`src/rtl/ps2_kbd_decoder.sv`:
```
// PS/2 keyboard receiver: synchronizes and de-glitches the PS/2 lines, frames
// 11-bit packets and folds E0/F0/E1 prefixes into single key events.
module ps2_kbd_decoder #(
  parameter int FILTER_LEN = 8,
  parameter int TIMEOUT    = 32000
) (
  input  logic       clk,
  input  logic       reset_n,
  input  logic       ps2_clk,
  input  logic       ps2_data,
  output logic       key_strobe,
  output logic       key_pressed,
  output logic       key_extended,
  output logic [7:0] key_code,
  output logic       rx_error
);

  localparam int TO_W = $clog2(TIMEOUT + 1);

  typedef enum logic [1:0] {IDLE, DATA, PARITY, STOP} state_t;

  logic [1:0]            clk_sync, data_sync;
  logic [FILTER_LEN-1:0] clk_sh, data_sh;
  logic                  clk_filt, data_filt;
  logic                  fall;

  state_t                state, state_next;
  logic [2:0]            bit_cnt;
  logic [7:0]            shift;
  logic                  par_bit;
  logic [TO_W-1:0]       to_cnt;
  logic [2:0]            skip_cnt;
  logic                  ext, rel;

  logic                  timeout, start_err, byte_ok, frame_err;
  logic                  is_ignore, is_prefix, emit;

  // Stage p0/p1: two-flop synchronizer, then FILTER_LEN-deep agreement filter
  always_ff @(posedge clk) begin
    if (!reset_n) begin
      clk_sync  <= '1;
      data_sync <= '1;
      clk_sh    <= '1;
      data_sh   <= '1;
      clk_filt  <= 1'b1;
      data_filt <= 1'b1;
    end else begin
      clk_sync  <= {clk_sync[0], ps2_clk};
      data_sync <= {data_sync[0], ps2_data};
      clk_sh    <= {clk_sh[FILTER_LEN-2:0], clk_sync[1]};
      data_sh   <= {data_sh[FILTER_LEN-2:0], data_sync[1]};
      if (&clk_sh)        clk_filt <= 1'b1;
      else if (~|clk_sh)  clk_filt <= 1'b0;
      if (&data_sh)       data_filt <= 1'b1;
      else if (~|data_sh) data_filt <= 1'b0;
    end
  end

  // Edge fires in the cycle the filter agrees on low, before the level register flips
  assign fall = clk_filt & ~|clk_sh;

  assign timeout   = (state != IDLE) && (to_cnt == TO_W'(TIMEOUT)) && !fall;
  assign start_err = fall && (state == IDLE) && data_filt;
  assign byte_ok   = fall && (state == STOP) && data_filt && (^{shift, par_bit});
  assign frame_err = fall && (state == STOP) && !byte_ok;

  always_comb begin
    is_ignore = 1'b0;
    case (shift)
      8'hFA, 8'hAA, 8'hEE, 8'hFE, 8'hFC, 8'h00, 8'hFF: is_ignore = 1'b1;
      default: is_ignore = 1'b0;
    endcase
  end

  assign is_prefix = (shift == 8'hE0) || (shift == 8'hF0) || (shift == 8'hE1);
  assign emit      = byte_ok && (skip_cnt == 3'd0) && !is_prefix && !is_ignore;

  always_ff @(posedge clk) begin
    if (!reset_n) state <= IDLE;
    else          state <= state_next;
  end

  always_comb begin
    state_next = state;
    case (state)
      IDLE:    if (fall && !data_filt)          state_next = DATA;
      DATA:    if (fall && (bit_cnt == 3'd7))   state_next = PARITY;
      PARITY:  if (fall)                        state_next = STOP;
      STOP:    if (fall)                        state_next = IDLE;
      default:                                  state_next = IDLE;
    endcase
    if (timeout) state_next = IDLE;
  end

  // Stage p2: frame capture, prefix tracking and registered event outputs
  always_ff @(posedge clk) begin
    if (!reset_n) begin
      bit_cnt      <= '0;
      shift        <= '0;
      par_bit      <= 1'b0;
      to_cnt       <= '0;
      skip_cnt     <= '0;
      ext          <= 1'b0;
      rel          <= 1'b0;
      key_strobe   <= 1'b0;
      rx_error     <= 1'b0;
      key_pressed  <= 1'b0;
      key_extended <= 1'b0;
      key_code     <= 8'h00;
    end else begin
      if (fall || (state == IDLE))       to_cnt <= '0;
      else if (to_cnt != TO_W'(TIMEOUT)) to_cnt <= to_cnt + TO_W'(1);

      if (fall) begin
        case (state)
          IDLE:    bit_cnt <= 3'd0;
          DATA: begin
            shift   <= {data_filt, shift[7:1]};
            bit_cnt <= bit_cnt + 3'd1;
          end
          PARITY:  par_bit <= data_filt;
          default: ;
        endcase
      end

      key_strobe <= emit;
      // Back-to-back error sources (timeout then a bad start) collapse into one pulse
      rx_error   <= (start_err || frame_err || timeout) && !rx_error;

      if (byte_ok) begin
        if (skip_cnt != 3'd0) begin
          skip_cnt <= skip_cnt - 3'd1;
          ext      <= 1'b0;
          rel      <= 1'b0;
        end else if (shift == 8'hE0) begin
          ext <= 1'b1;
        end else if (shift == 8'hF0) begin
          rel <= 1'b1;
        end else if (shift == 8'hE1) begin
          skip_cnt <= 3'd7;
          ext      <= 1'b0;
          rel      <= 1'b0;
        end else begin
          ext <= 1'b0;
          rel <= 1'b0;
        end
      end

      if (emit) begin
        key_code     <= shift;
        key_extended <= ext;
        key_pressed  <= ~rel;
      end

      if (timeout) begin
        ext <= 1'b0;
        rel <= 1'b0;
      end
    end
  end

endmodule
```
`config.mk`:
```
export PLATFORM = sky130hd
export DESIGN_NAME = ps2_kbd_decoder
export DESIGN_NICKNAME = d
export VERILOG_FILES = /design/src/rtl/ps2_kbd_decoder.sv
export SDC_FILE = /design/constraint.sdc
export NUM_CORES = 1
export LEC_CHECK = 0
export ABC_AREA = 0
export BUFFER_PORTS_ARGS = -buffer_cell sky130_fd_sc_hd__buf_4
export CAP_MARGIN = 20
export CORE_ASPECT_RATIO = 0.5
export CORE_MARGIN = 10
export CORE_UTILIZATION = 25
export CTS_CLUSTER_SIZE = 20
export DETAILED_ROUTE_END_ITERATION = 7
export GPL_ROUTABILITY_DRIVEN = 0
export SETUP_SLACK_MARGIN = 0.15
export SLEW_MARGIN = 25
export SYNTH_ARGS = -nofsm -noshare
export SYNTH_HDL_FRONTEND = slang
export SYNTH_SLANG_ARGS = --single-unit
export TNS_END_PERCENT = 1
```
`constraint.sdc`:
```
create_clock -name clk -period 2.1 [get_ports clk]
set_input_delay 0.21 -clock clk [delete_from_list [all_inputs] [get_ports clk]]
set_output_delay 0.21 -clock clk [all_outputs]
set_load 0.005 [all_outputs]
```
==> impl_metrics.json, run 1 <==
{
  "status": "finished, violations left",
  "failed_checks": "setup timing",
  "crit_arrival_ns": 2.37,
  "reg2regPathDepth": 6,
  "synthSimpleGateAreaFrac_pct": 28.0,
  "cts_root_buffer": "clkbuf_16",
  "num_rows": 28,
  "worstMarginPinSlew_ns": 0.607,
  "seq_area_sq_um": 1370,
  "critPathMaxStageDelay_ns": 0.52,
  "antenna_left": 0,
  "grtUsageTotal_pct": 7.05,
  "peakVddDrop_v": 0.000404,
  "dieArea_sq_um": 17200,
  "path_class": "reg -> reg",
  "synthArstFlopShare_pct": 0,
  "vias_per_cell": 4.35,
  "worstHoldPathType": "in -> reg",
  "yosysSeqAreaShare_pct": 44.8,
  "min_from": "ps2_data",
  "drtIter0Drc": 131,
  "worst-path-stages": 6,
  "ys.flop_type": "dfxtp_1",
  "drive_above_1_share_pct": 19.0,
  "grt_pass1_vias": 2113,
  "crit_slowest_cell": "or4b_4",
  "htree_levels": 3,
  "ios": 16,
  "critical_path_buf_inv_count": 1,
  "totalPowerFinal_uw": 2760,
  "synth-adder-area-share_pct": 4.45,
  "stdcell_area_sq_um": 3770,
  "synth_top_family_by_area": "simple AND/OR/NAND/NOR gates",
  "grt_first_pass_wirelength_um": 9940,
  "crit_chain": "xnor2_1, xnor3_2, or4b_4, a211oi_4, buf_4, mux2i_1",
  "period_minus_slack_ns": 2.12,
  "max_freq_mhz": 472,
  "multiInputGateArea_sq_um": 1570,
  "die_w_um": 176,
  "grt_max_degree": 47,
  "antenna_cells": 0,
  "dp_cells": 522,
  "num_vias": 2340,
  "finalHoldViolCount": 0,
  "totalWireLength_um": 5990,
  "clk_latency_ns": 0.32,
  "synth_xor_area_share_pct": 5.56,
  "preCtsSetupSlack_ns": -0.0113,
  "die_h_um": 98.0,
  "cts_setup_buffers": 0,
  "synthMuxAreaShare_pct": 4.61,
  "synthCells": 338,
  "cts_buffer_depth": 2,
  "drt-wirelength-per-cell_um": 11.1,
  "fill_cells": 1251,
  "drc": 0,
  "cts.sinks": 68,
  "post_layout_nonfiller_instances": 538,
  "synth_edf_count": 0,
  "crit_required_ns": 2.36,
  "nets": 383,
  "yosys_warnings": 0,
  "fin_ws_ns": -0.0188,
  "cp-end-kind": "flop",
  "syn_to_final_growth_pct": 24.0,
  "min_to": "data_sync[0]",
  "r2r_end": "key_code[2]",
  "port_buffers": 15,
  "regToRegStartpoint": "shift[5]",
  "period_share_pct": 101,
  "drt_pass1_iterations": 4,
  "drv_cap": 0,
  "antenna_found_initial": 0,
  "yosys_register_bits": 68,
  "clkTransAtPathRegs_ns": 0.05,
  "pwr_density_cell_nw_per_um2": 733,
  "crit_path_start_kind": "flop",
  "cp_top_family": "XOR/XNOR gates",
  "synth_compound_area_share_pct": 8.03,
  "initial_core_util_pct": 25.7,
  "slew_violations": 0,
  "p_leak_uw": 0.00140,
  "skew_ns": 0.00393,
  "core_area_sq_um": 11800,
  "cts_tree": "yes",
  "hold_depth": 2,
  "placed_area_sq_um": 3430,
  "syn_area_sq_um": 3040,
  "rsz0062_at_grt": "true",
  "setup_viol": 5,
  "numCtsBuffers": 9,
  "syn_area_per_cell_sq_um": 8.99,
  "gr-total-overflow": 0,
  "synth_fp_nets": 352,
  "dp_hpwl_um": 4220,
  "hold_slack_ns": 0.0643,
  "slew_headroom_pct": 59.2,
  "ys_types": 43,
  "crit_fanout": 7,
  "r2r_slack_ns": -0.02
}
layout by cell type, fill, tap and decap left out, types with 6 or more instances in the layout:
| cell type | count |
|---|---|
| nor2_1 | 27 |
| nand2_1 | 46 |
| nand2b_1 | 24 |
| ha_1 | 9 |
| clkbuf_16 | 9 |
| o21ai_0 | 7 |
| buf_4 | 37 |
| a21oi_1 | 16 |
| nand3_1 | 17 |
| xnor2_1 | 8 |
| inv_1 | 12 |
| xor2_1 | 6 |
| mux2i_1 | 14 |
| nand4_1 | 12 |
| dfxtp_1 | 64 |
power breakdown:
group	switching (uW)	internal (uW)	total [uW]
Clock	508	919	1430
Combinational	23.5	11.7	35.2
Sequential	2.78	1300	1300
Total	535	2230	2760
stage by stage:
stage	setup TNS, ns	utilization [%]
finish	-0.0867	31.8
global route	-0.953	31.8
CTS	0	31.5
detailed placement	-0.0398	29.0
global placement	0	29.0
floorplan	0	-
synth_stat cells (2+ instances only):
| master | n | area share [%] |
|---|---|---|
| nor4_1 | 5 | 1.0 |
| buf_1 | 2 | 0.25 |
| buf_6 | 3 | 1.1 |
| nand3b_1 | 2 | 0.49 |
| ha_1 | 10 | 4.1 |
| and3_1 | 3 | 0.62 |
| a211oi_1 | 5 | 1.2 |
| a21oi_1 | 16 | 2.6 |
| inv_1 | 12 | 1.5 |
| nand2_1 | 46 | 5.7 |
| nor2_1 | 27 | 3.3 |
| clkbuf_1 | 10 | 1.2 |
| xnor2_1 | 8 | 2.3 |
| or3b_2 | 2 | 0.58 |
| or4_1 | 2 | 0.49 |
| nand4_1 | 12 | 2.5 |
| nand2b_1 | 24 | 4.9 |
| dfxtp_1 | 68 | 45 |
| o21ai_0 | 8 | 1.3 |
| nand3_1 | 17 | 2.8 |
| mux2i_1 | 14 | 4.6 |
| nor3_1 | 5 | 0.82 |
| or3_1 | 8 | 1.6 |
| buf_2 | 3 | 0.49 |
| xor2_1 | 6 | 1.7 |
| a32oi_1 | 2 | 0.58 |
| nor4_4 | 2 | 1.4 |
flip-flops by register name, indices dropped and copies added (netlist names), 2 cells and up:
name	count
to_cnt	15
key_code	8
bit_cnt	3
clk_sh	8
shift	8
state	2
data_sync	2
clk_sync	2
data_sh	8
skip_cnt	3
cell families after synthesis:
| family | count (synthesis) |
|---|---|
| AO/OA/AOI/OAI | 39 |
| adder cells (fa/ha/maj) | 11 |
| buffers and inverters | 30 |
| multiplexers | 14 |
| flip-flops | 68 |
| XOR/XNOR | 16 |
| AND/OR/NAND/NOR | 160 |
what timing repair did:
| item | in CTS | in global routing |
|---|---|---|
| setup endpoints to repair | 12 | 26 |
| gates resized for setup | 3 | 10 |
| pin swaps | 1 | 2 |
| cloned | 0 | 1 |
| hold buffers | 0 | 0 |
how the worst max path moves through the flow:
| stage | to | slack, ns | from |
|---|---|---|---|
| floorplan | key_code[2] | 0.03 | clk_sh[6] |
| global placement | key_code[3] | 0.03 | shift[5] |
| detailed placement | key_code[6] | -0.01 | shift[5] |
| CTS | key_code[6] | 0.002 | shift[5] |
| global route | key_code[0] | -0.12 | clk_sh[6] |
| finish | key_code[2] | -0.02 | shift[5] |
metal layers:
layer  global-route usage [%]  routed length [um]  vias up
li1                         -                   -     1227
met1                     8.14                2960     1065
met2                     10.9                2640       40
met3                     3.42                 290        8
met4                     3.11                 103        0
met5                        0                   0        -
area by class of cell:
| type | count | area share [%] |
|---|---|---|
| inverter | 12 | 1.20 |
| multi-input combinational | 240 | 41.7 |
| tap | 165 | 5.48 |
| sequential | 68 | 36.3 |
| timing repair buffer | 38 | 7.67 |
| clock buffer | 14 | 7.54 |
| clock inverter | 1 | 0.133 |
(Power assumes the default switching activity.)
==> run 2: changes to the inputs <==
- CORE_UTILIZATION: 25 -> 54
- PLACE_DENSITY: not set -> 0.75
- SLEW_MARGIN: 25 -> not set
==> run 2 against run 1 <==
The flow still finishes with violations (setup timing). Highest routed layer unchanged. Count of clock-buffer cells in the layout down 5. Critical path depth unchanged. Critical endpoint is now key_code[6]. Clock power up 21%. Largest cell class unchanged.
==> impl_metrics.json, run 2 (same netlist as run 1, synthesis figures left out) <==
{
  "status": "finished, violations left",
  "failed_checks": "setup timing",
  "p_leak_uw": 0.00142,
  "skew_ns": 0.00416,
  "seq_power_share_pct": 42.5,
  "fin_ws_ns": -0.0577,
  "largest_reg_flops": 15,
  "gr-total-overflow": 0,
  "crit_slowest_cell": "or4b_4",
  "fill_cells": 412,
  "crit_fanout": 5,
  "crit_chain": "nor4_4, nand4_1, or4b_4, a211oi_4, buf_4, mux2i_1",
  "die_h_um": 73.1,
  "crit_arrival_ns": 2.41,
  "drc": 0,
  "cts_tree": "yes",
  "nets": 381,
  "drtIter0Drc": 217,
  "worstMarginPinSlew_ns": 0.557,
  "reg2regPathDepth": 6,
  "crit_required_ns": 2.35,
  "drt-wirelength-per-cell_um": 14.6,
  "grt_first_pass_wirelength_um": 10800,
  "regToRegStartpoint": "clk_sh[1]",
  "vias_per_cell": 5.60,
  "grt_max_degree": 47,
  "seq_area_sq_um": 1370,
  "critPathMaxStageDelay_ns": 0.59,
  "drt_pass1_iterations": 4,
  "antenna_found_initial": 0,
  "preCtsSetupSlack_ns": -0.0356,
  "slew_headroom_pct": 62.6,
  "slew_violations": 0,
  "rsz0062_at_grt": "true",
  "layout_common_cells": "65 x dfxtp_1, 44 x nand2_1, 35 x buf_4",
  "die_w_um": 126,
  "drive_above_1_share_pct": 20.7,
  "pwr_density_cell_nw_per_um2": 821,
  "ctsHoldBuffers": 0,
  "switching_power_uw": 586,
  "grtUsageTotal_pct": 13.9,
  "r2r_slack_ns": -0.06,
  "core_area_sq_um": 5470,
  "num_rows": 19,
  "hold_depth": 2,
  "setup_viol": 10,
  "grt_pass1_vias": 2396,
  "clkTransAtPathRegs_ns": 0.06,
  "cts_root_buffer": "clkbuf_16",
  "cts_buffer_depth": 2,
  "crit_path_start_kind": "flop",
  "period_minus_slack_ns": 2.16,
  "top_register": "to_cnt",
  "antenna_cells": 0,
  "numCtsBuffers": 9,
  "period_share_pct": 103,
  "num_vias": 2490,
  "htree_levels": 3,
  "clkPwrFrac_pct": 56.4,
  "tns_ns": -0.317,
  "finalHoldViolCount": 0,
  "ios": 16,
  "utilization_pct": 68.2,
  "dieArea_sq_um": 9210,
  "syn_to_final_growth_pct": 22.6,
  "dp_hpwl_um": 4280,
  "antenna_left": 0,
  "multiInputGateArea_sq_um": 1600,
  "path_class": "reg -> reg",
  "initial_core_util_pct": 55.6,
  "totalPowerFinal_uw": 3060,
  "max_freq_mhz": 463,
  "min_to": "data_sync[0]",
  "worstHoldPathType": "in -> reg",
  "drv_cap": 0,
  "totalWireLength_um": 6480,
  "min_from": "ps2_data",
  "cp-end-kind": "flop",
  "hold_slack_ns": 0.0649,
  "peakVddDrop_v": 0.000585,
  "cts.sinks": 68,
  "switching_share_pct": 19.2,
  "final_common_cell": "dfxtp_1",
  "power_frac_comb_pct": 1.1,
  "p_int_uw": 2470,
  "clk_latency_ns": 0.32,
  "port_buffers": 15,
  "r2r_end": "key_code[6]"
}
[run 2: cell count changes in the layout (fill, tap and decap cells not counted), moves of 2 or more]
cell / change
nand2_1: -2
buf_4: -2
clkinv_4: +4
clkbuf_8: -4
nand2_2: +2
bufinv_16: +3
[run 2: layout make-up]
type                       count  area share (%)
clock buffer                   9            6.04
clock inverter                 7            3.36
inverter                      12            1.21
multi-input combinational    240            43.0
sequential                    68            36.6
tap                           73            2.45
timing repair buffer          36            7.35
[run 2: how the worst max path moves through the flow]
| stage | end | from | depth (start not counted) |
|---|---|---|---|
| floorplan | key_code[2] | clk_sh[6] | 6 |
| global placement | key_code[5] | clk_sh[6] | 6 |
| detailed placement | key_code[0] | clk_sh[1] | 6 |
| CTS | key_code[7] | clk_sh[1] | 6 |
| global route | key_code[2] | clk_sh[1] | 6 |
| finish | key_code[6] | clk_sh[1] | 6 |
[run 2: metal layers]
layer	track usage (%)	share of wire (%)	vias up
li1	-	-	1228
met4	6.27	2.3	0
met1	15.1	43	1190
met5	0	0	-
met2	24.6	50	58
met3	4.64	4.9	14
[run 2: timing repair]
action | CTS | global route
resized for setup | 9 | 10
setup endpoints to repair | 13 | 24
setup buffers | 0 | 0
gates cloned | 0 | 1
pin swaps | 3 | 9
[run 2: critical path, delay by kind of cell, from the launching register on]
family,cells,cell delay [ns]
muxes,1,0.18
AOI/OAI and AO/OA,1,0.27
buffers and inverters,1,0.21
DFF,1,0.33
and+or+nand+nor,3,1.09
[run 2: power groups by stage]
stage / registers (uW) / clock network (uW) / logic (uW)
2_1_floorplan: 1330 / 0 / 23.2
5_1_grt: 1300 / 1790 / 39.0
6_report: 1300 / 1730 / 35.1
3_5_place_dp: 1330 / 0 / 34.3
3_3_place_gp: 1330 / 0 / 33.3
4_1_cts: 1300 / 1740 / 34.6
[run 2: stage by stage]
stage	cells	area [sq um]
after global routing	445	3730
after CTS	444	3680
final	445	3730
after detailed placement	428	3300
after floorplan	338	3050
after global placement	428	3300
